`config.mk`:
```
export PLATFORM = sky130hd
export DESIGN_NAME = calc_sequencer
export DESIGN_NICKNAME = d
export VERILOG_FILES = /design/src/rtl/calc_sequencer.sv
export SDC_FILE = /design/constraint.sdc
export NUM_CORES = 1
export LEC_CHECK = 0
export CAP_MARGIN = 20
export CORE_ASPECT_RATIO = 1.2
export CORE_MARGIN = 1.5
export CORE_UTILIZATION = 49
export CTS_CLUSTER_SIZE = 30
export DETAILED_ROUTE_END_ITERATION = 12
export PLACE_DENSITY = 0.89
export RECOVER_POWER = 25
export SETUP_SLACK_MARGIN = 0.2
export SLEW_MARGIN = 20
export SYNTH_ARGS = -nofsm -noshare
export SYNTH_HDL_FRONTEND = slang
export SYNTH_SLANG_ARGS = --single-unit
```
`constraint.sdc`:
```
create_clock -name clk -period 2.7 [get_ports clk]
set_clock_uncertainty 0.05 [all_clocks]
set_input_delay 0.27 -clock clk [delete_from_list [all_inputs] [get_ports clk]]
set_output_delay 0.27 -clock clk [all_outputs]
set_load 0.1 [all_outputs]
```
`src/rtl/calc_sequencer.sv`:
```
// Calculator control FSM: builds hex operands from key codes, issues one ALU
// operation at a time over valid/ready and routes results to the display.
module calc_sequencer #(
  parameter int WIDTH = 16
) (
  input  logic             clk,
  input  logic             rst_n,
  input  logic [4:0]       i_key_data,
  input  logic             i_key_valid,
  output logic             o_key_ready,
  output logic [WIDTH-1:0] o_alu_a,
  output logic [WIDTH-1:0] o_alu_b,
  output logic [1:0]       o_alu_op,
  output logic             o_alu_valid,
  input  logic             i_alu_ready,
  input  logic [WIDTH-1:0] i_res_data,
  input  logic             i_res_err,
  input  logic             i_res_valid,
  output logic             o_res_ready,
  output logic [WIDTH-1:0] o_display,
  output logic             o_error,
  output logic             o_busy
);

  localparam int DIGITS = WIDTH / 4;
  localparam int CW = $clog2(DIGITS + 1);
  localparam logic [CW-1:0] CNT_MAX = CW'(DIGITS);
  localparam logic [CW-1:0] CNT_ONE = CW'(1);

  typedef enum logic [2:0] {
    ENTER_A  = 3'd0,
    ENTER_OP = 3'd1,
    ENTER_B  = 3'd2,
    ISSUE    = 3'd3,
    WAIT_RES = 3'd4,
    SHOW_RES = 3'd5,
    ERROR    = 3'd6
  } state_t;

  state_t           state_r;
  logic [WIDTH-1:0] a_r;
  logic [WIDTH-1:0] b_r;
  logic [1:0]       op_r;
  logic [1:0]       next_op_r;
  logic [CW-1:0]    digit_cnt_r;
  logic             chain_r;

  logic             key_acc_s;
  logic             is_digit_s;
  logic             is_ac_s;
  logic             is_op_s;
  logic             is_eq_s;
  logic             cnt_full_s;
  logic [1:0]       key_op_s;
  logic [WIDTH-1:0] digit_s;

  assign key_acc_s  = i_key_valid && o_key_ready;
  assign is_digit_s = ~i_key_data[4];
  assign is_ac_s    = (i_key_data == 5'h10);
  assign is_op_s    = (i_key_data >= 5'h11) && (i_key_data <= 5'h14);
  assign is_eq_s    = (i_key_data == 5'h15);
  // Operator code is the key code minus one, taken modulo 4.
  assign key_op_s   = i_key_data[1:0] + 2'b11;
  assign digit_s    = {{(WIDTH-4){1'b0}}, i_key_data[3:0]};
  assign cnt_full_s = (digit_cnt_r == CNT_MAX);

  assign o_key_ready = (state_r != ISSUE) && (state_r != WAIT_RES);
  assign o_alu_valid = (state_r == ISSUE);
  assign o_res_ready = (state_r == WAIT_RES);
  assign o_busy      = (state_r == ISSUE) || (state_r == WAIT_RES);
  assign o_error     = (state_r == ERROR);
  assign o_alu_a     = a_r;
  assign o_alu_b     = b_r;
  assign o_alu_op    = op_r;

  // Display source selected by the current state.
  always_comb begin
    o_display = {WIDTH{1'b0}};
    case (state_r)
      ENTER_A, ENTER_OP, SHOW_RES: o_display = a_r;
      ENTER_B, ISSUE, WAIT_RES:    o_display = b_r;
      default:                     o_display = {WIDTH{1'b0}};
    endcase
  end

  // Main sequencing FSM with operand and operator registers.
  always_ff @(posedge clk or negedge rst_n) begin
    if (!rst_n) begin
      state_r     <= ENTER_A;
      a_r         <= {WIDTH{1'b0}};
      b_r         <= {WIDTH{1'b0}};
      op_r        <= 2'b00;
      next_op_r   <= 2'b00;
      digit_cnt_r <= {CW{1'b0}};
      chain_r     <= 1'b0;
    end else if (key_acc_s && is_ac_s) begin
      state_r     <= ENTER_A;
      a_r         <= {WIDTH{1'b0}};
      b_r         <= {WIDTH{1'b0}};
      op_r        <= 2'b00;
      digit_cnt_r <= {CW{1'b0}};
      chain_r     <= 1'b0;
    end else begin
      case (state_r)
        ENTER_A: begin
          if (key_acc_s && is_digit_s && !cnt_full_s) begin
            a_r         <= {a_r[WIDTH-5:0], i_key_data[3:0]};
            digit_cnt_r <= digit_cnt_r + CNT_ONE;
          end else if (key_acc_s && is_op_s) begin
            op_r        <= key_op_s;
            b_r         <= {WIDTH{1'b0}};
            digit_cnt_r <= {CW{1'b0}};
            state_r     <= ENTER_OP;
          end
        end
        ENTER_OP: begin
          if (key_acc_s && is_digit_s) begin
            b_r         <= digit_s;
            digit_cnt_r <= CNT_ONE;
            state_r     <= ENTER_B;
          end else if (key_acc_s && is_op_s) begin
            op_r <= key_op_s;
          end
        end
        ENTER_B: begin
          if (key_acc_s && is_digit_s && !cnt_full_s) begin
            b_r         <= {b_r[WIDTH-5:0], i_key_data[3:0]};
            digit_cnt_r <= digit_cnt_r + CNT_ONE;
          end else if (key_acc_s && is_eq_s) begin
            chain_r <= 1'b0;
            state_r <= ISSUE;
          end else if (key_acc_s && is_op_s) begin
            chain_r   <= 1'b1;
            next_op_r <= key_op_s;
            state_r   <= ISSUE;
          end
        end
        ISSUE: begin
          if (i_alu_ready) begin
            state_r <= WAIT_RES;
          end
        end
        WAIT_RES: begin
          if (i_res_valid) begin
            if (i_res_err) begin
              state_r <= ERROR;
            end else begin
              a_r         <= i_res_data;
              digit_cnt_r <= {CW{1'b0}};
              if (chain_r) begin
                op_r    <= next_op_r;
                b_r     <= {WIDTH{1'b0}};
                chain_r <= 1'b0;
                state_r <= ENTER_OP;
              end else begin
                state_r <= SHOW_RES;
              end
            end
          end
        end
        SHOW_RES: begin
          if (key_acc_s && is_digit_s) begin
            a_r         <= digit_s;
            digit_cnt_r <= CNT_ONE;
            state_r     <= ENTER_A;
          end else if (key_acc_s && is_op_s) begin
            op_r    <= key_op_s;
            b_r     <= {WIDTH{1'b0}};
            state_r <= ENTER_OP;
          end
        end
        ERROR: begin
          state_r <= ERROR;
        end
        default: begin
          state_r <= ENTER_A;
        end
      endcase
    end
  end

endmodule

```
* After elaboration in Yosys (flattened, before gate mapping)
Cells that the tools add are included.
** Operators by class
- $add $sub $neg :: 2
- $mul :: 0
- Div/mod/pow operators :: 0
- $lt $le $gt $ge :: 2
- Eq/ne operators :: 26
- Shift-type cells :: 0
- Muxes and demuxes :: 52
- Bitwise operators :: 4
- Reduce and logical (&&, ||, !) cells :: 26
** Operator list (number)
- 16-bit 2-to-1 mux :: 13
- 16-bit one-hot mux with 5 select lines :: 1
- 3-bit 2-to-1 mux :: 19
- 16-bit one-hot mux with 3 select lines :: 1
- 16-bit one-hot mux with 2 select lines :: 1
- 3-bit inequality test (second input constant) :: 9
- 3-bit one-hot mux with 7 select lines :: 1
- 6-bit AND reduction :: 3
- 5-bit AND reduction :: 3
- 2-bit 2-to-1 mux :: 7
- 3-bit equality test (second input constant) :: 4
- 3-bit one-hot mux with 4 select lines :: 1
- 5-bit equality test (second input constant) :: 2
- 3-bit by 1-bit inequality test with 1-bit output (second input constant) :: 3
- 3-bit by 2-bit inequality test with 1-bit output (second input constant) :: 3
- 1-bit logical AND :: 8
- 4-bit inequality test (second input constant) :: 2
- 8-bit AND reduction :: 1
- 4-bit nonzero test :: 2
- 3-bit by 2-bit equality test with 1-bit output (second input constant) :: 2
- 1-bit 2-to-1 mux :: 6
- 2-bit one-hot mux with 3 select lines :: 1
- 6-bit nonzero test :: 1
- 3-bit OR reduction :: 2
- 13 further kinds :: 16
** Word-level totals
- Bits in registers :: 43
- Latch bits :: 0
- RAM bits :: 0
- Memory bits (read-only) :: 0
- Input port bits :: 27
- Output and inout bits :: 55
- Word-level logic and storage cells :: 119
- Memories kept :: 0

* Logic depth before layout (Yosys ltp)
Gate-level depths: netlist of run 1.
- Depth after elaboration :: 9
- Mapped depth :: 10
- Mapped depth without buffers :: 7

* Least setup slack after synthesis of run 1
Ideal clock, no wire load.
- Kind :: register to output
- Start :: reg state_r[1]
- End :: out o_busy
- Data arrival time :: 3.338 ns
- Required time :: 2.380 ns
- Slack :: -0.958 ns
- Stages on the path, launching flop included :: 5
- Path buffers :: 0
- Path through :: dfrtp_1 -> nand3b_1 -> inv_1 -> nor2_1 -> inv_1
** Between the ends
- Word-level cells in the longest chain between the ends :: 2
- Elaborated cells on any way between the ends :: 3
- Classes of those cells :: 2 x eq/ne; 1 x reduce/logical
** RTL lines
- start, declared :: line 40 : state_t state_r;
- start signal, assigned :: line 89 : state_r <= ENTER_A;
- start signal, assigned :: line 97 : state_r <= ENTER_A;
- start signal, assigned :: line 113 : state_r <= ENTER_OP;
- 3-bit by 2-bit equality test with 1-bit output
- named net o_alu_valid :: line 14 : output logic o_alu_valid,
- 1-bit logical OR :: line 70 : assign o_busy = (state_r == ISSUE) || (state_r == WAIT_RES);
- end, declared :: line 22 : output logic o_busy
The timed path passes the listed nets, and every way through them passes these cells.

* Worst setup path after layout of run 1
- Start :: in i_key_data[1]
- End :: reg digit_cnt_r[0]
** Between the ends
- Word-level cells in the longest chain between the ends :: 5
- Elaborated cells on any way between the ends :: 14
- Classes of those cells :: 2 x order compare; 6 x eq/ne; 1 x mux; 5 x reduce/logical
** RTL lines
- start, declared :: line 8 : input logic [4:0] i_key_data,
- 5-bit greater-or-equal comparator or 5-bit less-or-equal comparator (tied branches) :: line 60 : assign is_op_s = (i_key_data >= 5'h11) && (i_key_data <= 5'h14);
- 1-bit logical AND :: line 60
- 1-bit logical AND :: line 109 : end else if (key_acc_s && is_op_s) begin
- 4-bit inequality test (no line)
- 6-bit AND reduction (no line)
- end signal, assigned :: line 108 : digit_cnt_r <= digit_cnt_r + CNT_ONE;
- end signal, assigned :: line 112 : digit_cnt_r <= {CW{1'b0}};
- end signal, assigned :: line 128 : digit_cnt_r <= digit_cnt_r + CNT_ONE;
- end, declared :: line 45 : logic [CW-1:0] digit_cnt_r;
Parallel ways exist; a longest one is shown, timed or not.
A chain may end at the register's enable or synchronous reset.

==> results.txt, run 1 <==
area delta synth->final = 46.4%
core area = 6050 µm²
Initial Utilization = 51.0%
detail-routed via count per cell = 6.14
Root Buffer = clkbuf_8
design area = 4520 µm²
final max-slew violation count = 0
Layout Nets = 458
Sink Count = 43
n_diodes = 0
CP endpoint kind = flop
status = complete, no violations
CP Launch Type = primary input
# IOs = 82
commonest register cell after synthesis = dfrtp_1
synthesized area = 3090 µm²
critical path class = primary input to flop
CP max FO = 5
Hold Path Depth = 1
Post-route DRC = 0
Chip Width = 75.5 µm
Post-synth ARST share = 100%
die area = 6790 µm²
Reg2Reg Depth = 6
largest net degree at the start of global routing = 44
register area share after synthesis = 34.8%
Crit path buffers/inverters = 3
H-tree levels = 2
WL final = 9840 µm
Sum Neg Setup Slack = 0 ns
row count = 31
share of layout cells above drive strength 1 = 30.8%
max_slew headroom = 27.2%
Largest delay share family, worst path = simple AND/OR/NAND/NOR gates
clk_lat worst skew = 0.30 ns
Avg Inst Size Synth = 9.06 µm²
syn nets = 372
final core utilization = 74.7%
initial antenna violation count = 0
distinct cell type count after synthesis = 61
Fin. Hold Viols = 0
Max-Cap Viols = 0
CP Depth = 9
period utilization = 90.1%
HP Class = flop to flop
Arr. time, crit path = 2.57 ns
number of synthesized flops with an enable pin = 0
DR pass1 iterations = 4
Final min period = 2.43 ns
CP Cell Sequence = clkdlybuf4s50_1, inv_1, buf_4, ha_1, nor4_1, or4b_4, o2111ai_1, and3_4, mux2_1
fill count = 465
Worst path slowest cell = or4b_4
first-pass GRT wire length = 15,700 µm
Max Buffers Root-to-Sink = 2
required time of the critical path = 2.83 ns
Routed Antenna Nets = 0
Synth Warn # = 0
buffers added on ports = 81
Worst Tran Pin Value = 1.09 ns
Largest stage delay, worst path = 0.54 ns
First DRT Iteration DRCs = 192
total CTS buffers = 5
Fmax = 411 MHz
DR WL/cell = 19.3 µm
Vias = 3,131
Post-Syn Instances = 341
Reg clk slew, reported paths = 0.08 ns
Die Y = 90.0 µm
Cell Area, Placed = 4390 µm²
Total GRT Usage = 30.3%
vias in the first global route = 2,973
endpoints failing setup = 0
flops & latches, synth = 43
Sequential Area = 1080 µm²
post-DP HPWL = 7510 µm
RSZ-0062 raised after global routing = yes
TritonCTS clock tree = done
GRT overflow = 0
area of the multi-input gates = 2000 µm²
GPL Wtd Cong = 0.924
## state kept, by name (all words and copies together), names as in the netlist
name,count
chain_r,1
digit_cnt_r,3
next_op_r,2
o_alu_a,16
o_alu_b,16
o_alu_op,2
state_r,3
## cells in the final DEF, fill, tap and decap left out, drive strengths merged, types with 4 or more instances in the layout
| cell type | synthesis | final |
|---|---|---|
| o31ai | 15 | 15 |
| clkdlybuf4s50 | 0 | 25 |
| nor4 | 4 | 4 |
| clkbuf | 11 | 7 |
| and3 | 15 | 15 |
| mux2i | 27 | 27 |
| nor2b | 4 | 4 |
| nor2 | 14 | 14 |
| o22ai | 20 | 20 |
| nor3 | 9 | 9 |
| nand2 | 35 | 35 |
| a22oi | 17 | 17 |
| ha | 4 | 4 |
| dfrtp | 43 | 43 |
| inv | 19 | 19 |
| o21ai | 6 | 6 |
| mux2 | 14 | 14 |
| buf | 17 | 80 |
| a21oi | 18 | 18 |
## path summary, 6_finish.rpt
check | from | end | slack (ns)
max | i_key_data[1] | digit_cnt_r[0] | 0.27
min | next_op_r[0] | next_op_r[0] | 0.46
max reg2reg | state_r[0] | o_alu_b[6] | 0.36
min reg2reg | next_op_r[0] | next_op_r[0] | 0.46
max in group asynchronous | rst_n | state_r[2] | 1.19
min in group asynchronous | rst_n | o_alu_op[1] | 0.66
## repair_timing
action,CTS,global route
setup buffers,0,1
hold endpoints to repair,0,43
resized for setup,0,4
hold buffers,0,1
setup endpoints to repair,0,29
## layout make-up
class | count | area share (%)
Sequential cell | 43 | 23.9
Tap cell | 82 | 2.27
Clock inverter | 2 | 0.277
Multi-Input combinational cell | 250 | 44.2
Clock buffer | 6 | 1.61
Inverter | 20 | 1.94
Timing Repair Buffer | 107 | 25.8
## worst register-to-register path, delay by kind of cell (launching register included)
family / cells / cell delay (ns)
flip-flops: 1 / 0.52
AND/OR/NAND/NOR: 2 / 0.70
AO/OA/AOI/OAI: 2 / 0.42
multiplexers: 1 / 0.36
buffers and inverters: 1 / 0.18
## through the flow
| stage | worst slack (ns) | hold slack, ns | cells |
|---|---|---|---|
| after floorplan | 0.0968 | -0.0756 | 341 |
| after global placement | 0.0109 | 0.414 | 500 |
| after detailed placement | -0.0165 | 0.433 | 500 |
| after CTS | 0.296 | 0.108 | 508 |
| after global routing | 0.195 | 0.490 | 510 |
| final | 0.268 | 0.459 | 510 |
## kinds of logic (layout without fill, tap and decap cells)
kind of cell | after synthesis | in the layout | share of synthesized area [%]
XOR/XNOR | 1 | 1 | 0.284
AND/OR/NAND/NOR | 108 | 108 | 19.2
AO/OA/AOI/OAI | 96 | 96 | 22.4
buffers and inverters | 48 | 135 | 7.54
adder cells (fa/ha/maj) | 4 | 4 | 1.62
multiplexers | 41 | 41 | 14.1
flip-flops | 43 | 43 | 34.8
## layer usage
metal / GRT usage, % / vias up / wire, µm
li1: - / 1445 / -
met1: 35.8 / 1524 / 3670
met2: 52.0 / 138 / 5260
met3: 5.04 / 24 / 539
met4: 13.2 / 0 / 369
met5: 0 / - / 0
## cell usage after synthesis, drive strengths merged, types with 2 or more instances
| library cell | n | share of area [%] |
|---|---|---|
| a211oi | 2 | 0.49 |
| a21oi | 18 | 2.9 |
| a22oi | 17 | 4.1 |
| a31oi | 3 | 0.61 |
| and2 | 2 | 0.41 |
| and3 | 15 | 3.2 |
| buf | 17 | 3.4 |
| clkbuf | 11 | 1.3 |
| dfrtp | 43 | 35 |
| ha | 4 | 1.6 |
| inv | 19 | 2.3 |
| mux2 | 14 | 5.3 |
| mux2i | 27 | 8.8 |
| nand2 | 35 | 4.3 |
| nand2b | 3 | 0.61 |
| nand3 | 3 | 0.49 |
| nand3b | 3 | 0.73 |
| nand4 | 3 | 0.81 |
| nor2 | 14 | 1.9 |
| nor2b | 4 | 0.81 |
| nor3 | 9 | 1.5 |
| nor3b | 2 | 0.49 |
| nor4 | 4 | 0.81 |
| o2111ai | 2 | 1.1 |
| o21ai | 6 | 0.97 |
| o221ai | 2 | 0.57 |
| o22ai | 20 | 4.3 |
| o2bb2ai | 2 | 0.57 |
| o31ai | 15 | 3.6 |
| or2 | 2 | 0.41 |
Power of run 1 is left out: the tool's default activity adds up to more than one toggle a clock period on the data nets, which glitch-free logic cannot reach.
==> run 2: changes to the inputs <==
Settings changed: CORE_MARGIN 1.5 to default, TNS_END_PERCENT from default to 100.
==> results.txt, run 2 (synthesis results as in run 1) <==
Fmax = 415 MHz (was 411 MHz)
# IOs = 82 (unchanged)
Routed Antenna Nets = 0 (unchanged)
DR pass1 iterations = 5 (was 4)
post-DP HPWL = 7310 µm (was 7510 µm)
n_diodes = 0 (unchanged)
CP Launch Type = primary input (unchanged)
Hold Slack = 0.463 ns (was 0.459 ns)
Max-Cap Viols = 0 (unchanged)
TritonCTS clock tree = done (unchanged)
largest net degree at the start of global routing = 44 (unchanged)
final max-slew violation count = 0 (unchanged)
status = complete, no violations (unchanged)
HP Class = flop to flop (unchanged)
Final min period = 2.41 ns (was 2.43 ns)
GRT overflow = 0 (unchanged)
Max Buffers Root-to-Sink = 2 (unchanged)
min-delay src = next_op_r[0] (unchanged)
core area = 6050 µm² (unchanged)
area of the multi-input gates = 2020 µm² (was 2000 µm²)
critical path class = primary input to flop (unchanged)
Root Buffer = clkbuf_8 (unchanged)
area delta synth->final = 47.6% (was 46.4%)
Total GRT Usage = 30.6% (was 30.3%)
H-tree levels = 2 (unchanged)
share of layout cells above drive strength 1 = 32.4% (was 30.8%)
RSZ-0062 raised after global routing = no (was yes)
Sequential Area = 1080 µm² (unchanged)
DR WL/cell = 18.9 µm (was 19.3 µm)
die area = 6620 µm² (was 6790 µm²)
Fin. Hold Viols = 0 (unchanged)
Largest delay share family, worst path = simple AND/OR/NAND/NOR gates (unchanged)
First DRT Iteration DRCs = 267 (was 192)
Worst path slowest cell = or4bb_1 (was or4b_4)
detail-routed via count per cell = 6.22 (was 6.14)
clk_lat worst skew = 0.30 ns (about the same)
CP endpoint kind = flop (unchanged)
WL final = 9790 µm (was 9840 µm)
row count = 31 (unchanged)
Cell Area, Placed = 4390 µm² (about the same)
Chip Width = 74.5 µm (was 75.5 µm)
CP Cell Sequence = clkdlybuf4s50_1, inv_1, ha_2, or4bb_1, nand3_1, nor2_1, a2111oi_4, mux2_1 (was clkdlybuf4s50_1, inv_1, buf_4, ha_1, nor4_1, or4b_4, o2111ai_1, and3_4, mux2_1)
Vias = 3,218 (was 3,131)
GPL Wtd Cong = 0.973 (was 0.924)
Largest stage delay, worst path = 0.50 ns (was 0.54 ns)
Arr. time, crit path = 2.54 ns (was 2.57 ns)
Hold Path Depth = 1 (unchanged)
required time of the critical path = 2.83 ns (about the same)
Worst Tran Pin Value = 0.983 ns (was 1.09 ns)
max_slew headroom = 34.5% (was 27.2%)
endpoints failing setup = 0 (unchanged)
fill count = 445 (was 465)
Reg2Reg Depth = 5 (was 6)
initial antenna violation count = 0 (unchanged)
design area = 4560 µm² (was 4520 µm²)
total CTS buffers = 5 (unchanged)
Initial Utilization = 51.0% (unchanged)
Reg clk slew, reported paths = 0.09 ns (was 0.08 ns)
Post-route DRC = 0 (unchanged)
vias in the first global route = 3,142 (was 2,973)
buffers added on ports = 81 (unchanged)
final core utilization = 75.4% (was 74.7%)
first-pass GRT wire length = 15,300 µm (was 15,700 µm)
CP max FO = 4 (was 5)
Sink Count = 43 (unchanged)
Hold EP = next_op_r[0] (unchanged)
Layout Nets = 465 (was 458)
reg2reg setup slack = 0.38 ns (was 0.36 ns)
RR Startpoint = state_r[0] (unchanged)
Crit path buffers/inverters = 2 (was 3)
Die Y = 89.0 µm (was 90.0 µm)
commonest non-fill, non-tap cell in the layout = buf_4 (unchanged)
Worst R2R End = o_alu_b[8] (was o_alu_b[6])
commonest non-fill, non-tap cells in the layout = buf_4, dfrtp_1, nand2_1, mux2i_1, clkdlybuf4s50_1 (unchanged)
period utilization = 89.3% (was 90.1%)
run 2: cell count changes in the layout (fill, tap and decap cells not counted):
cell / change
buf_4: +7
buf_12: -2
and3_2: +1
and3_4: -1
clkinv_2: -1
clkinvlp_4: +1
ha_1: -1
ha_2: +1
inv_6: +1
nor2b_1: -1
nor2b_2: +1
o2111ai_2: +1
run 2: worst reg2reg max path, stage by stage, from the launching register on:
cell and delay [ns]:
dfrtp_1 0.49, or3b_4 0.49, and3_4 0.22, a211o_1 0.33
o2111ai_4 0.22, mux2_2 0.40
run 2: worst max path at each step:
stage                        startpoint              to  slack, ns  cells past startpoint
after global routing      i_key_data[1]      o_alu_b[1]       0.17                      9
after floorplan              state_r[2]          o_busy        0.1                      4
after CTS                 i_key_data[1]  digit_cnt_r[0]       0.22                      8
after global placement    i_key_data[1]  digit_cnt_r[1]      -0.06                      8
final                     i_key_data[1]      state_r[0]       0.29                      8
after detailed placement  i_key_data[1]  digit_cnt_r[0]      -0.10                      8
run 2: timing repair:
item,CTS,global route
hold buffers,0,1
setup endpoints to repair,0,46
resized for setup,0,6
hold endpoints to repair,0,17
setup buffers,0,4
run 2: area by class of cell:
cell class / instances / area share (%)
clock buffer: 5 / 1.51
multi-input combinational: 251 / 44.2
inverter: 20 / 1.92
clock inverter: 3 / 0.521
sequential: 43 / 23.7
timing repair buffer: 113 / 25.9
tap: 82 / 2.25
run 2: metrics by stage:
stage          setup WS [ns]  std cells  TNS (ns)
6_report               0.290        517         0
4_1_cts                0.215        510         0
3_3_place_gp         -0.0559        502    -0.111
3_5_place_dp          -0.104        502    -0.677
5_1_grt                0.167        517         0
2_1_floorplan         0.0968        341         0
run 2: metal layers:
metal  up-vias  global-route usage [%]  part of all wire, %
met5         -                       0                    0
met4         0                    14.4                  3.7
met3        37                    4.17                  5.9
met2       168                    55.1                   54
met1      1551                    35.6                   37
li1       1462                       -                    -
Power of run 2 is left out for the same reason.
